==> config.mk <==
export PLATFORM = sky130hd
export DESIGN_NAME = multicycle_control
export DESIGN_NICKNAME = d
export VERILOG_FILES = /design/src/rtl/multicycle_control_pkg.sv /design/src/rtl/multicycle_control_wait_timer.sv /design/src/rtl/multicycle_control.sv
export SDC_FILE = /design/constraint.sdc
export NUM_CORES = 1
export LEC_CHECK = 0
export CORE_MARGIN = 4
export CORE_UTILIZATION = 45
export CTS_BUF_LIST = sky130_fd_sc_hd__clkbuf_4 sky130_fd_sc_hd__clkbuf_8
export DETAILED_ROUTE_END_ITERATION = 6
export PLACE_DENSITY = 0.78
export RECOVER_POWER = 50
export SYNTH_ARGS = -nofsm -noshare
export SYNTH_HDL_FRONTEND = slang
export SYNTH_SLANG_ARGS = --single-unit
==> constraint.sdc <==
create_clock -name clock -period 1.9 [get_ports clock]
set_input_delay 0.57 -clock clock [delete_from_list [all_inputs] [get_ports clock]]
set_output_delay 0.57 -clock clock [all_outputs]
set_load 0.1 [all_outputs]
==> src/rtl/multicycle_control_pkg.sv <==
// Shared encodings for the multi-cycle MIPS controller: FSM states,
// supported opcodes and ALUOp codes.
package multicycle_control_pkg;

  typedef enum logic [3:0] {
    S_FETCH    = 4'd0,
    S_DECODE   = 4'd1,
    S_MEM_ADDR = 4'd2,
    S_MEM_RD   = 4'd3,
    S_MEM_WB   = 4'd4,
    S_MEM_WR   = 4'd5,
    S_EXECUTE  = 4'd6,
    S_R_WB     = 4'd7,
    S_BRANCH   = 4'd8,
    S_HALT     = 4'd9
  } state_t;

  localparam logic [5:0] OP_R   = 6'd0;
  localparam logic [5:0] OP_BEQ = 6'd4;
  localparam logic [5:0] OP_BNE = 6'd5;
  localparam logic [5:0] OP_LW  = 6'd35;
  localparam logic [5:0] OP_SW  = 6'd43;

  localparam logic [1:0] ALU_ADD   = 2'b00;
  localparam logic [1:0] ALU_SUB   = 2'b01;
  localparam logic [1:0] ALU_FUNCT = 2'b10;

  // States that wait on the memory handshake and are covered by the timeout.
  function automatic logic is_mem_state(input state_t s);
    return (s == S_FETCH) || (s == S_MEM_RD) || (s == S_MEM_WR);
  endfunction

  // States whose exit to FETCH completes an instruction.
  function automatic logic is_retire_state(input state_t s);
    return (s == S_R_WB) || (s == S_MEM_WB) || (s == S_MEM_WR) || (s == S_BRANCH);
  endfunction

endpackage

==> src/rtl/multicycle_control_wait_timer.sv <==
// Saturating wait counter for memory states; expired flags the last
// permitted wait cycle.
module multicycle_control_wait_timer #(
  parameter int TIMEOUT_CYCLES = 15
) (
  input  logic clock,
  input  logic reset,
  input  logic clear,
  input  logic count_en,
  output logic expired
);

  localparam int W = $clog2(TIMEOUT_CYCLES + 1);
  localparam logic [W-1:0] LIMIT = W'(TIMEOUT_CYCLES - 1);

  logic [W-1:0] count;

  // Count wait cycles, holding at the limit; clear has priority.
  always_ff @(posedge clock) begin
    if (!reset) begin
      count <= '0;
    end else if (clear) begin
      count <= '0;
    end else if (count_en && (count != LIMIT)) begin
      count <= count + 1'b1;
    end
  end

  assign expired = (count == LIMIT);

endmodule

==> src/rtl/multicycle_control.sv <==
// Moore control FSM for a multi-cycle MIPS datapath (R-format, lw, sw,
// beq, bne) with memory-wait timeout and retired-instruction counter.
//
// state    | meaning
// ---------+------------------------------------------------
// FETCH    | read instruction at PC, PC <= PC+4 on mem_ready
// DECODE   | register read, precompute branch target
// MEM_ADDR | compute load/store address
// MEM_RD   | data read, wait for mem_ready
// MEM_WB   | write loaded data to rt
// MEM_WR   | data write, wait for mem_ready
// EXECUTE  | R-format ALU operation
// R_WB     | write ALU result to rd
// BRANCH   | compare, conditional PC <= branch target
// HALT     | stopped on illegal opcode or memory timeout
module multicycle_control
  import multicycle_control_pkg::*;
#(
  parameter int TIMEOUT_CYCLES = 15,
  parameter int COUNT_WIDTH    = 32
) (
  input  logic                   clock,
  input  logic                   reset,
  input  logic [5:0]             opcode,
  input  logic                   zero,
  input  logic                   mem_ready,
  output logic                   pc_write,
  output logic [1:0]             pc_src,
  output logic                   ir_write,
  output logic                   i_or_d,
  output logic                   mem_read,
  output logic                   mem_write,
  output logic                   mem_to_reg,
  output logic                   reg_dst,
  output logic                   reg_write,
  output logic                   alu_src_a,
  output logic [1:0]             alu_src_b,
  output logic [1:0]             alu_op,
  output logic [3:0]             state,
  output logic                   halted,
  output logic                   illegal_op,
  output logic                   mem_timeout,
  output logic [COUNT_WIDTH-1:0] instr_count
);

  state_t state_q;
  state_t state_d;
  logic   expired;
  logic   waiting;
  logic   retire;

  assign waiting = is_mem_state(state_q) && !mem_ready;
  assign retire  = is_retire_state(state_q) && (state_d == S_FETCH);
  assign state   = state_q;

  // Any state change restarts the wait count, so each memory state starts at zero.
  multicycle_control_wait_timer #(
    .TIMEOUT_CYCLES(TIMEOUT_CYCLES)
  ) u_wait_timer (
    .clock    (clock),
    .reset    (reset),
    .clear    (state_d != state_q),
    .count_en (waiting),
    .expired  (expired)
  );

  // State register.
  always_ff @(posedge clock) begin
    if (!reset) begin
      state_q <= S_FETCH;
    end else begin
      state_q <= state_d;
    end
  end

  // Next-state decode; mem_ready on the limit cycle still counts as success.
  always_comb begin
    state_d = state_q;
    case (state_q)
      S_FETCH: begin
        if (mem_ready)    state_d = S_DECODE;
        else if (expired) state_d = S_HALT;
      end
      S_DECODE: begin
        case (opcode)
          OP_R:           state_d = S_EXECUTE;
          OP_LW, OP_SW:   state_d = S_MEM_ADDR;
          OP_BEQ, OP_BNE: state_d = S_BRANCH;
          default:        state_d = S_HALT;
        endcase
      end
      S_MEM_ADDR: begin
        if (opcode == OP_LW)      state_d = S_MEM_RD;
        else if (opcode == OP_SW) state_d = S_MEM_WR;
        else                      state_d = S_HALT;
      end
      S_MEM_RD: begin
        if (mem_ready)    state_d = S_MEM_WB;
        else if (expired) state_d = S_HALT;
      end
      S_MEM_WR: begin
        if (mem_ready)    state_d = S_FETCH;
        else if (expired) state_d = S_HALT;
      end
      S_MEM_WB:  state_d = S_FETCH;
      S_EXECUTE: state_d = S_R_WB;
      S_R_WB:    state_d = S_FETCH;
      S_BRANCH:  state_d = S_FETCH;
      S_HALT:    state_d = S_HALT;
      default:   state_d = S_HALT;
    endcase
  end

  // Sticky error flags and retired-instruction counter.
  always_ff @(posedge clock) begin
    if (!reset) begin
      instr_count <= '0;
      illegal_op  <= 1'b0;
      mem_timeout <= 1'b0;
    end else begin
      if (retire) begin
        instr_count <= instr_count + 1'b1;
      end
      if ((state_q == S_DECODE) && (state_d == S_HALT)) begin
        illegal_op <= 1'b1;
      end
      if (waiting && expired) begin
        mem_timeout <= 1'b1;
      end
    end
  end

  // Control decode from state; reset forces every control low.
  always_comb begin
    pc_write   = 1'b0;
    pc_src     = 2'b00;
    ir_write   = 1'b0;
    i_or_d     = 1'b0;
    mem_read   = 1'b0;
    mem_write  = 1'b0;
    mem_to_reg = 1'b0;
    reg_dst    = 1'b0;
    reg_write  = 1'b0;
    alu_src_a  = 1'b0;
    alu_src_b  = 2'b00;
    alu_op     = ALU_ADD;
    halted     = 1'b0;
    case (state_q)
      S_FETCH: begin
        mem_read  = 1'b1;
        alu_src_b = 2'b01;
        ir_write  = mem_ready;
        pc_write  = mem_ready;
      end
      S_DECODE: begin
        alu_src_b = 2'b11;
      end
      S_EXECUTE: begin
        alu_src_a = 1'b1;
        alu_op    = ALU_FUNCT;
      end
      S_R_WB: begin
        reg_dst   = 1'b1;
        reg_write = 1'b1;
      end
      S_MEM_ADDR: begin
        alu_src_a = 1'b1;
        alu_src_b = 2'b10;
      end
      S_MEM_RD: begin
        mem_read = 1'b1;
        i_or_d   = 1'b1;
      end
      S_MEM_WB: begin
        mem_to_reg = 1'b1;
        reg_write  = 1'b1;
      end
      S_MEM_WR: begin
        mem_write = 1'b1;
        i_or_d    = 1'b1;
      end
      S_BRANCH: begin
        alu_src_a = 1'b1;
        alu_op    = ALU_SUB;
        pc_src    = 2'b01;
        pc_write  = ((opcode == OP_BEQ) && zero) || ((opcode == OP_BNE) && !zero);
      end
      S_HALT: begin
        halted = 1'b1;
      end
      default: ;
    endcase
    if (!reset) begin
      pc_write   = 1'b0;
      pc_src     = 2'b00;
      ir_write   = 1'b0;
      i_or_d     = 1'b0;
      mem_read   = 1'b0;
      mem_write  = 1'b0;
      mem_to_reg = 1'b0;
      reg_dst    = 1'b0;
      reg_write  = 1'b0;
      alu_src_a  = 1'b0;
      alu_src_b  = 2'b00;
      alu_op     = ALU_ADD;
      halted     = 1'b0;
    end
  end

endmodule

==> results.cfg, run 1 <==
[timing]
crit_endpoint = pc_write
worst_endpoint_kind = primary output

[yosys]
synth_ff_type = dfxtp_1
yosys_warnings = 0
synth_common_cells = dfxtp_1, nor2_1, nand2_1
synth_edf_count = 0
synth_top_area_share_pct = 34.9
ys_types = 43
syn_area_per_cell_sq_um = 7.73
synth-seq-cells = 42
synth.area.top_cells = dfxtp_1, nor2_1, xnor2_1
post-synth-top-count-cell = dfxtp_1
synth_top_area_cell = dfxtp_1
syn_inst = 312
syn_area_sq_mm = 0.00241
seq_area_frac_synth_pct = 34.9
syn_nets = 325
async_reset_ff_share_pct = 0

[place]
io_buffer_count = 62
place_congestion = 0.888
hpwl_um = 6380
pre_cts_ws_ns = -0.797
dp_cells = 484

[clocking]
clock-root-buffer = clkbuf_8
cts_buffers = 5
cts.sink_count = 42
htreeDepth = 2
clockBufferDepth = 2

[run_status]
stop_stage = global routing (5_1_grt)
status = aborted with a tool error
error_line = [ERROR DPL-0038] Utilization greater than 100%, impossible to legalize

[grt]
grt_start_max_net_pins = 19

[floorplan]
fp.dieW_um = 81.2
fp.dieH_um = 81.2
initial_core_util_pct = 46.9
ios = 64
rows = 26
## metrics by stage
stage	TNS, ns	utilization (%)	instance area [sq um]	hold WS [ns]
floorplan	-8.18	-	2770	0.508
global placement	-22.35	84.0	4320	0.482
detailed placement	-25.34	84.0	4320	0.495
CTS	-6.00	94.9	4880	0.514
## cells by family after synthesis
family | after synthesis | synth area share (%)
and+or+nand+nor | 156 | 34.1
buffers and inverters | 26 | 4.25
muxes | 4 | 1.66
adders and majority gates | 3 | 1.56
other | 1 | 0.156
AOI/OAI and AO/OA | 59 | 15.8
DFF | 42 | 34.9
xor gates and xnor gates | 21 | 7.63
## timing repair
item	in CTS
setup endpoints to repair	49
pin swaps	47
gates cloned	2
hold buffers	0
setup buffers	23
gates resized for setup	85
==> run 2, diff against run 1 <==
Settings changed: CORE_UTILIZATION 45 to 40, CTS_BUF_LIST sky130_fd_sc_hd__clkbuf_4 sky130_fd_sc_hd__clkbuf_8 to default, PLACE_DENSITY 0.78 to default, PLACE_DENSITY_LB_ADDON from default to 0.15.
Clock period 1.9 ns to 2.47 ns, I/O delays scaled along.
==> results.cfg, run 2 <==
[routing]
drc_errors = 0
drt-total-wl_um = 6400
drt-initial-drc-count = 122
ant_nets = 0
drtPass1Iterations = 4
routedWlPerCell_um = 13.4
avgViaCountPerCell = 5.45
num_vias = 2592

[cells_and_area]
diodes = 0
final_area_sq_mm = 0.00363
layout_common_cells = clkbuf_2, buf_4, nor2_1
largest_register_ffs = 32
area_growth_pct = 50.4
layout-drive-gt1-share_pct = 35.9
fin_nets = 413
final_common_cell = clkbuf_2
post-route-util_pct = 61.6
top_register = instr_count

[timing]
hold_viol_final = 0
period_share_pct = 102
rsz0062_at_grt = true
slew-limit-headroom_pct = 62.8
setup_violations = 1
setup_ws_ns = -0.0470
timing.fmax_ghz = 0.397
fin_crit_ns = 2.52
tns_ns = -0.0470
worst_pin_slew_ns = 0.560
drv_slew = 0
finalClockSkew_ns = 0.0106

[power_and_ir_drop]
power_leakage_uw = 0.00137
ir_drop_mv = 0.276
power_density_mw_per_mm2 = 479
power_uw = 1740

[critical_path]
crit_buf_inv = 2
path_cells = buf_6, or3_4, nor4b_4, a21o_4, buf_12
arrival_ns = 1.78
critical_path_class = input pin to primary output
critical_path.max_fanout = 2
critical-path-max-stage-delay_ns = 0.39
crit_family = simple AND/OR/NAND/NOR gates
cp.required_ns = 1.73
critical_path.slowest_cell = or3_4
crit_path_start_kind = input pin
worstSetupEndpointType = primary output

[place]
hpwl_um = 4850
place_area_sq_mm = 0.00359
io_buffer_count = 62
pre_cts_ws_ns = -0.538
place_congestion = 0.827

[clocking]
clk_latency_ns = 0.30
path_clk_slew_ns = 0.08
clock-root-buffer = clkbuf_8
clockBufferDepth = 2
htreeDepth = 2
cts.sink_count = 42
cts_tree = yes
cts_buffers = 5

[floorplan]
fp.dieH_um = 85.6
ios = 64
dieArea_sq_mm = 0.00733
rows = 28
core_region_area_sq_mm = 0.00589
initial_core_util_pct = 41.0
fp.dieW_um = 85.6

[grt]
grt_pass1_vias = 2331
grt-ovfl-total = 0
grt_start_max_net_pins = 33
track_usage_pct = 17.8
grt_pass1_wl_um = 10700
grt_antenna_before_repair = 0

[hold_path]
hold_path.class = flip-flop to flip-flop

[yosys]
yosys_warnings = 0
synth_common_cells = dfxtp_1, nor2_1, nand2_1
synth_ff_type = dfxtp_1
post-synth-top-count-cell = dfxtp_1
synth_top_area_cell = dfxtp_1
synth-seq-cells = 42
syn_area_per_cell_sq_um = 7.73
async_reset_ff_share_pct = 0
syn_area_sq_mm = 0.00241
ys_types = 43
syn_nets = 325
seq_area_frac_synth_pct = 34.9
synth.area.top_cells = dfxtp_1, nor2_1, xnor2_1
synth_top_area_share_pct = 34.9
synth_edf_count = 0
syn_inst = 312

[run]
cap_violations = 0

[run_status]
status = finished with violations
violations = negative setup slack
run 2: cell counts after synthesis:
No cell type changed its count.
run 2: worst register-to-register path: stages (launching register included):
cell,delay (ns)
dfxtp_4,0.43
buf_4,0.22
nand2b_1,0.11
a2111oi_4,0.35
clkbuf_1,0.29
clkbuf_1,0.29
and3_1,0.32
nand3_1,0.10
a21oi_1,0.14
run 2: cells by family (layout without fill, tap and decap cells):
group	after synthesis	count (layout)	share of synthesized area (%)
other	1	1	0.156
muxes	4	4	1.66
DFF	42	42	34.9
adders and majority gates	3	3	1.56
xor gates and xnor gates	21	21	7.63
AOI/OAI and AO/OA	59	59	15.8
and+or+nand+nor	156	156	34.1
buffers and inverters	26	115	4.25
run 2: layout make-up:
cell class	instances	area, sq um
clock buffer	6	82.6
fill	565	2260
tap	75	93.8
inverter	9	38.8
multi-input combinational	244	1650
clock inverter	2	11.3
timing repair buffer	98	882
sequential	42	871
run 2: metrics by stage:
step | hold WS [ns] | std cells
5_1_grt | 0.520 | 476
3_5_place_dp | 0.463 | 467
4_1_cts | 0.483 | 475
6_report | 0.473 | 476
2_1_floorplan | 0.508 | 312
3_3_place_gp | 0.454 | 467
run 2: layer usage:
metal  up-vias  track usage [%]  part of all wire (%)
li1       1304                -                     -
met1      1216             22.0                    45
met2        62             30.9                    48
met3        10             3.46                   5.5
met4         0             5.76                   1.3
met5         -                0                     0
run 2: final timing paths:
path	from	to	slack, ns	cells past startpoint
setup / recovery	opcode[3]	pc_write	-0.05	5
hold / removal	mem_timeout	mem_timeout	0.47	2
setup reg to reg	state[2]	instr_count[13]	0.15	8
hold reg to reg	mem_timeout	mem_timeout	0.47	2
run 2: report_power, final:
group          internal [uW]  leakage (uW)  switching, uW
sequential               691      0.000348           29.3
clock                    225     0.0000515            233
combinational            202      0.000971            358
total                   1120       0.00137            620
run 2: repair_timing:
item | in CTS | in global routing
pin swaps | 4 | 4
setup endpoints to repair | 15 | 6
buffers inserted | 0 | 1
gates resized for setup | 24 | 4
hold buffers | 0 | 0
No activity file was read; power rests on OpenSTA's default activity.
==> run 3, diff against run 2 <==
Settings changed: DONT_BUFFER_PORTS from default to 1, MAX_ROUTING_LAYER from default to met4.
==> results.cfg, run 3 (same netlist as run 2, synthesis figures left out) <==
[power_and_ir_drop]
seqPwrFrac_pct = 43.8
p_int_uw = 1060
power_leakage_uw = 0.00117
swShare_pct = 36.4
clkPwrFrac_pct = 28.1
power_uw = 1670
combPwrFrac_pct = 28.1
ir_drop_mv = 0.258
power_density_mw_per_mm2 = 509
netSwitchingPower_uw = 606

[cells_and_area]
layout-drive-gt1-share_pct = 31.5
top_register = instr_count
fin_nets = 377
post-route-util_pct = 55.6
layout_common_cells = clkbuf_2, nor2_1, dfxtp_1
layoutNonFillerInstCount = 440
area_growth_pct = 35.8
largest_register_ffs = 32
final_common_cell = clkbuf_2
diodes = 0

[timing]
whs_ns = 0.487
fin_crit_ns = 2.54
period_share_pct = 103
slew-limit-headroom_pct = 50.1
hold_viol_final = 0
worst_pin_slew_ns = 0.749
drv_slew = 0
rsz0062_at_grt = true
setup_violations = 1
finalClockSkew_ns = 0.00681
timing.fmax_ghz = 0.394
setup_ws_ns = -0.0697

[routing]
drt-initial-drc-count = 132
drtPass1Iterations = 4
drt-total-wl_um = 6250
ant_nets = 0
num_vias = 2428
avgViaCountPerCell = 5.52
routedWlPerCell_um = 14.2
drc_errors = 0

[place]
io_buffer_count = 0
dp_cells = 432
place_congestion = 0.801
hpwl_um = 4620
pre_cts_ws_ns = -0.148

[critical_path]
arrival_ns = 1.80
path_cells = or3_4, nor4b_4, buf_4, a21o_4
critical-path-max-stage-delay_ns = 0.39
crit_buf_inv = 1
critical_path.max_fanout = 3
crit_family = simple AND/OR/NAND/NOR gates
crit_path_start_kind = input pin
critical_path.slowest_cell = or3_4
critical_path_class = input pin to primary output
worstSetupEndpointType = primary output
cp.required_ns = 1.73

[clocking]
cts.sink_count = 42
postCtsSetupRepairBufs = 0
cts-hold-fix-buffers = 0
cts_tree = yes
clk_latency_ns = 0.29
path_clk_slew_ns = 0.08
htreeDepth = 2
clock-root-buffer = clkbuf_8
cts_buffers = 5
clockBufferDepth = 2

[floorplan]
fp.dieW_um = 85.6
dieArea_sq_mm = 0.00733
initial_core_util_pct = 41.0
ios = 64
core_region_area_sq_mm = 0.00589
fp.dieH_um = 85.6
rows = 28

[run_status]
violations = negative setup slack
status = finished with violations

[grt]
grt_pass1_vias = 2227
grt_start_max_net_pins = 33
track_usage_pct = 18.0
grt-ovfl-total = 0
grt_antenna_before_repair = 0
grt_pass1_wl_um = 10500

[run]
cap_violations = 0

[hold_path]
hold_path.class = flip-flop to flip-flop
[run 3: cell count changes in the layout (fill, tap and decap cells not counted), moves of 2 or more]
cell and change:
buf_6 -2, buf_12 -6, buf_4 -17, dlygate4sd2_1 -3, clkbuf_1 -4
[run 3: layout make-up]
type,count,area (sq um)
clock buffer,6,82.6
multi-input combinational,244,1640
clock inverter,2,11.3
timing repair buffer,62,532
sequential,42,871
tap,75,93.8
fill,577,2610
inverter,9,38.8
[run 3: power by group through the flow]
stage,logic [uW],clock network (uW),registers [uW]
after floorplan,318,0,801
after global placement,467,0,745
after detailed placement,468,0,746
after CTS,470,490,730
after global routing,493,514,734
final,468,469,730
[run 3: through the flow]
step	TNS, ns	instance area, sq um
after floorplan	-2.09	2650
final	-0.0697	3270
after CTS	-0.0887	3350
after detailed placement	-0.148	3240
after global routing	-0.106	3270
after global placement	-0.157	3240
[run 3: routing by layer]
| metal | global-route usage, % | wire [um] |
|---|---|---|
| met4 | 5.76 | 82 |
| met1 | 22.2 | 2890 |
| met2 | 28.0 | 2860 |
| met5 | - | 0 |
| met3 | 5.57 | 421 |
[run 3: repair_timing]
| item | 4_1_cts | 5_1_grt |
|---|---|---|
| resized for setup | 2 | 3 |
| gates cloned | 0 | 0 |
| endpoints found under the setup margin | 1 | 2 |
| pin swaps | 1 | 2 |
[run 3: worst register-to-register path, stage by stage (launching register included)]
cell and delay (ns):
dfxtp_4 0.54, nor2b_1 0.18, a2111oi_4 0.39, buf_4 0.29, nand4_1 0.27, or3_1 0.42
a21oi_1 0.14
[run 3: worst paths after layout]
path	end	from	cells past startpoint	slack (ns)
max	pc_write	opcode[5]	4	-0.07
max reg2reg	instr_count[30]	state[0]	6	0.19
min	illegal_op	illegal_op	1	0.49
min reg2reg	illegal_op	illegal_op	1	0.49
